===== src/rtl/btn_pkg.sv =====
// Shared constants for the push-button conditioning stage.
package btn_pkg;

   localparam int NUM_BTN = 3;

   // Bit positions of each button in the PRESS vector.
   localparam int IDX_A = 2;
   localparam int IDX_B = 1;
   localparam int IDX_C = 0;

endpackage : btn_pkg


===== src/rtl/btn_debounce_ch.sv =====
// One button channel: two-flop synchronizer, persistence counter,
// clean level, and a one-cycle pulse when the level rises.
module btn_debounce_ch #(
   parameter int DEBOUNCE_CYCLES = 4
) (
   input  logic CLK,
   input  logic RST,
   input  logic RAW,
   output logic LVL,
   output logic PRESS
);

   localparam int CNT_W = $clog2(DEBOUNCE_CYCLES + 1);
   localparam logic [CNT_W-1:0] CNT_MAX = CNT_W'(DEBOUNCE_CYCLES - 1);

   logic             s1_q;
   logic             s2_q;
   logic [CNT_W-1:0] cnt_q;
   logic [CNT_W-1:0] cnt_d;
   logic             lvl_q;
   logic             lvl_d;
   logic             press_q;
   logic             press_d;

   // The counter only runs while s2 disagrees with the level, so any
   // agreeing edge throws away a partially accumulated excursion.
   always_comb begin
      cnt_d   = cnt_q;
      lvl_d   = lvl_q;
      press_d = 1'b0;
      if (s2_q == lvl_q) begin
         cnt_d = '0;
      end else if (cnt_q == CNT_MAX) begin
         lvl_d   = s2_q;
         cnt_d   = '0;
         press_d = s2_q;
      end else begin
         cnt_d = cnt_q + 1'b1;
      end
   end

   always_ff @(posedge CLK) begin
      if (RST) begin
         s1_q    <= 1'b0;
         s2_q    <= 1'b0;
         cnt_q   <= '0;
         lvl_q   <= 1'b0;
         press_q <= 1'b0;
      end else begin
         s1_q    <= RAW;
         s2_q    <= s1_q;
         cnt_q   <= cnt_d;
         lvl_q   <= lvl_d;
         press_q <= press_d;
      end
   end

   assign LVL   = lvl_q;
   assign PRESS = press_q;

endmodule : btn_debounce_ch


===== src/rtl/btn_conditioner.sv =====
// Three independent debounced button channels feeding the control FSM:
// clean levels A/B/C plus rising-edge PRESS pulses.
module btn_conditioner
   import btn_pkg::*;
#(
   parameter int DEBOUNCE_CYCLES = 4
) (
   input  logic       CLK,
   input  logic       RST,
   input  logic       BTN_A,
   input  logic       BTN_B,
   input  logic       BTN_C,
   output logic       A,
   output logic       B,
   output logic       C,
   output logic [2:0] PRESS
);

   logic [NUM_BTN-1:0] raw_w;
   logic [NUM_BTN-1:0] lvl_w;
   logic [NUM_BTN-1:0] press_w;

   assign raw_w[IDX_A] = BTN_A;
   assign raw_w[IDX_B] = BTN_B;
   assign raw_w[IDX_C] = BTN_C;

   for (genvar gi = 0; gi < NUM_BTN; gi++) begin : g_ch
      btn_debounce_ch #(
         .DEBOUNCE_CYCLES(DEBOUNCE_CYCLES)
      ) u_ch (
         .CLK  (CLK),
         .RST  (RST),
         .RAW  (raw_w[gi]),
         .LVL  (lvl_w[gi]),
         .PRESS(press_w[gi])
      );
   end

   // Channel outputs are already flops, so these are plain wires.
   assign A     = lvl_w[IDX_A];
   assign B     = lvl_w[IDX_B];
   assign C     = lvl_w[IDX_C];
   assign PRESS = press_w;

endmodule : btn_conditioner


===== config.mk =====
export PLATFORM = sky130hd
export DESIGN_NAME = btn_conditioner
export DESIGN_NICKNAME = d
export VERILOG_FILES = /design/src/rtl/btn_pkg.sv /design/src/rtl/btn_debounce_ch.sv /design/src/rtl/btn_conditioner.sv
export SDC_FILE = /design/constraint.sdc
export NUM_CORES = 1
export LEC_CHECK = 0
export ABC_CLOCK_PERIOD_IN_PS = 1300
export BUFFER_PORTS_ARGS = -buffer_cell sky130_fd_sc_hd__buf_2
export CAP_MARGIN = 20
export CORE_MARGIN = 2
export CORE_UTILIZATION = 52
export DETAILED_ROUTE_END_ITERATION = 10
export PLACE_DENSITY = 0.75
export SETUP_SLACK_MARGIN = 0.15
export SLEW_MARGIN = 20
export SYNTH_ARGS = -nofsm -noshare
export SYNTH_HDL_FRONTEND = slang
export SYNTH_HIERARCHICAL = 1
export SYNTH_SLANG_ARGS = --single-unit

===== constraint.sdc =====
create_clock -name CLK -period 1.3 [get_ports CLK]
set_clock_uncertainty 0.05 [all_clocks]
set_input_delay 0 -clock CLK [delete_from_list [all_inputs] [get_ports CLK]]
set_output_delay 0 -clock CLK [all_outputs]
set_load 0.01 [all_outputs]

==> flow_metrics.env <==
export IMPL_status="finished, final reports clean"
export IMPL_timing_fmax_ghz=0.910
export IMPL_slew_headroom=0.721
export IMPL_rsz0062_at_grt="yes"
export IMPL_layout_commonest_cell="dfxtp_1"
export IMPL_root_buffer="clkbuf_4"
export IMPL_routed_via_density=5.06
export IMPL_cts_tree="built"
export IMPL_cts_sink_count=21
export IMPL_routed_wl_um=1120
export IMPL_syn_nets=68
export IMPL_worstSetupPathType="flip-flop to flip-flop"
export IMPL_fin_crit_sh=0.845
export IMPL_clk_pin_slew_ns=0.11
export IMPL_final_setup_viol_count=0
export IMPL_fin_tns_setup_ns=0
export IMPL_start_util=0.563
export IMPL_htreeDepth=1
export IMPL_cp_end_kind="flip-flop"
export IMPL_dp_slack_ns=0.109
export IMPL_grtUsageTotal=0.152
export IMPL_die_w_um=41.5
export IMPL_vias=450
export IMPL_whs_path_depth=2
export IMPL_routedWlPerCell_um=12.6
export IMPL_io_buffers=10
export IMPL_routabilityCongestion=0.643
export IMPL_crit_chain="ha_4 > ha_4 > nor4_2"
export IMPL_cpMostUsedCell="ha_4"
export IMPL_cp_required_ns=1.46
export IMPL_clk_path_buf_depth=2
export IMPL_maxSlewViolCount=0
export IMPL_die_area_mm2=0.00172
export IMPL_gr_total_overflow=0
export IMPL_power_density_mw_per_mm2=1060
export IMPL_io_pins=11
export IMPL_die_h_um=41.5
export IMPL_cp_arrival_ns=1.25
export IMPL_ir_worst_vdd_uv=657
export IMPL_worst_slew_pin_slew_ns=0.418
export IMPL_r2r_cells=3
export IMPL_cts_buffers=3
export IMPL_grt_antenna_before_repair=0
export IMPL_drv_cap=0
export IMPL_grt_pass1_vias=431
export IMPL_cp_num_buf_inv=0
export IMPL_cp_top_family="flip-flops"
export IMPL_layout_nets=86
export IMPL_max_stage_delay_ns=0.35
export IMPL_synthCells=57
export IMPL_crit_path_max_fanout=5
export IMPL_slowest_stage="dfxtp_2"
export IMPL_min_period_ns=1.10
export IMPL_cts_post_setup_buffers_inserted=0
export IMPL_grt_pass1_wl_um=1880
export IMPL_post_route_cells_drive_above_1_share=0.432
export IMPL_ys_warn_count=6
export IMPL_drt_iter0_drc=2
export IMPL_fin_ws_ns=0.201
export IMPL_diodes=0
export IMPL_ys_ff_latch=21
export IMPL_postSynthAreaPerCell_um2=12.8
export IMPL_areaGrowthSynthToFinish_pct=29.7
export IMPL_drcViolationCount=0
export IMPL_hold_class="input port to flip-flop"
export IMPL_clk_latency_ns=0.30
export IMPL_dp_cells=82
export IMPL_final_cell_mix="dfxtp_1, buf_2, nor2b_1"
export IMPL_cp_depth=3
export IMPL_fp_row_count=13
export IMPL_grt_max_degree=22
export IMPL_syn_area_um2=732
export IMPL_cp_start_kind="flip-flop"
export IMPL_yosysSeqAreaShare=0.574
export IMPL_post_layout_nonfiller_instances=89
export IMPL_dp_hpwl_um=642
export IMPL_synth_distinct_cells=10
export IMPL_p_leak_nw=0.340
export IMPL_dr_pass1_iters=4
export IMPL_hold_viol=0
export IMPL_core_mm2=0.00130
export IMPL_ant_nets=0
[kinds of logic (layout without fill, tap and decap cells)]
| family | Yosys count | after routing | synth area share |
|---|---|---|---|
| muxes | 3 | 3 | 0.0410 |
| buffers and inverters | 3 | 20 | 0.0154 |
| adders and majority gates | 6 | 6 | 0.103 |
| xor gates and xnor gates | 3 | 3 | 0.0359 |
| DFF | 21 | 21 | 0.574 |
| and+or+nand+nor | 21 | 21 | 0.231 |
[power by group]
group	internal [mW]	total [mW]	switching, mW
Clock	0.120	0.305	0.185
Sequential	0.655	0.662	0.00658
Combinational	0.0220	0.0416	0.0197
[state kept, by name (all words and copies together), names as in the netlist]
name,cells
g_ch.u_ch/LVL,3
g_ch.u_ch/cnt_q,9
g_ch.u_ch/s1_q,3
g_ch.u_ch/s2_q,3
g_ch.u_ch/PRESS,3
[cells in the mapped netlist, drive strengths merged]
cell / n / share of area
and4bb: 3 / 0.051
dfxtp: 21 / 0.57
ha: 6 / 0.10
inv: 3 / 0.015
mux2i: 3 / 0.041
nor2: 3 / 0.015
nor2b: 6 / 0.051
nor4: 6 / 0.051
nor4b: 3 / 0.062
xnor2: 3 / 0.036
[metrics by stage]
stage          area, um2   util  power [mW]  hold WS [ns]
2_1_floorplan        732      -       0.689        0.0216
3_5_place_dp         801  0.615       0.706         0.162
3_3_place_gp         801  0.615       0.706         0.164
6_report             950  0.730        1.01        0.0481
4_1_cts              891  0.685        1.02        0.0315
5_1_grt              950  0.730        1.06        0.0506
[cell type report]
| class | instances | area, um2 |
|---|---|---|
| Multi-Input combinational cell | 33 | 387 |
| Sequential cell | 21 | 427 |
| Timing Repair Buffer | 13 | 80.1 |
| Inverter | 3 | 11.3 |
| Clock buffer | 4 | 26.3 |
| Tap cell | 15 | 18.8 |
| Fill cell | 89 | 352 |
[what timing repair did]
action,in CTS,in global routing
pin swaps,3,4
gates resized for setup,6,13
endpoints found under the setup margin,15,11
hold buffers,3,0
hold endpoints to repair,3,0
[layer usage]
metal | part of all wire | GRT usage
met5 | 0 | 0
met4 | 0.023 | 0.116
met3 | 0.030 | 0.0391
met2 | 0.52 | 0.263
met1 | 0.43 | 0.154
[path summary, 6_finish.rpt]
check	startpoint	slack, ns	to
worst max-delay path	g_ch[0].u_ch/cnt_q[0]	0.20	g_ch[0].u_ch/cnt_q[2]
worst min-delay path	RST	0.05	g_ch[0].u_ch/LVL
worst max register to register	g_ch[0].u_ch/cnt_q[0]	0.20	g_ch[0].u_ch/cnt_q[2]
worst min register to register	g_ch[2].u_ch/cnt_q[0]	0.37	g_ch[2].u_ch/cnt_q[0]
Note: power is estimated with default switching activity, not from simulation.
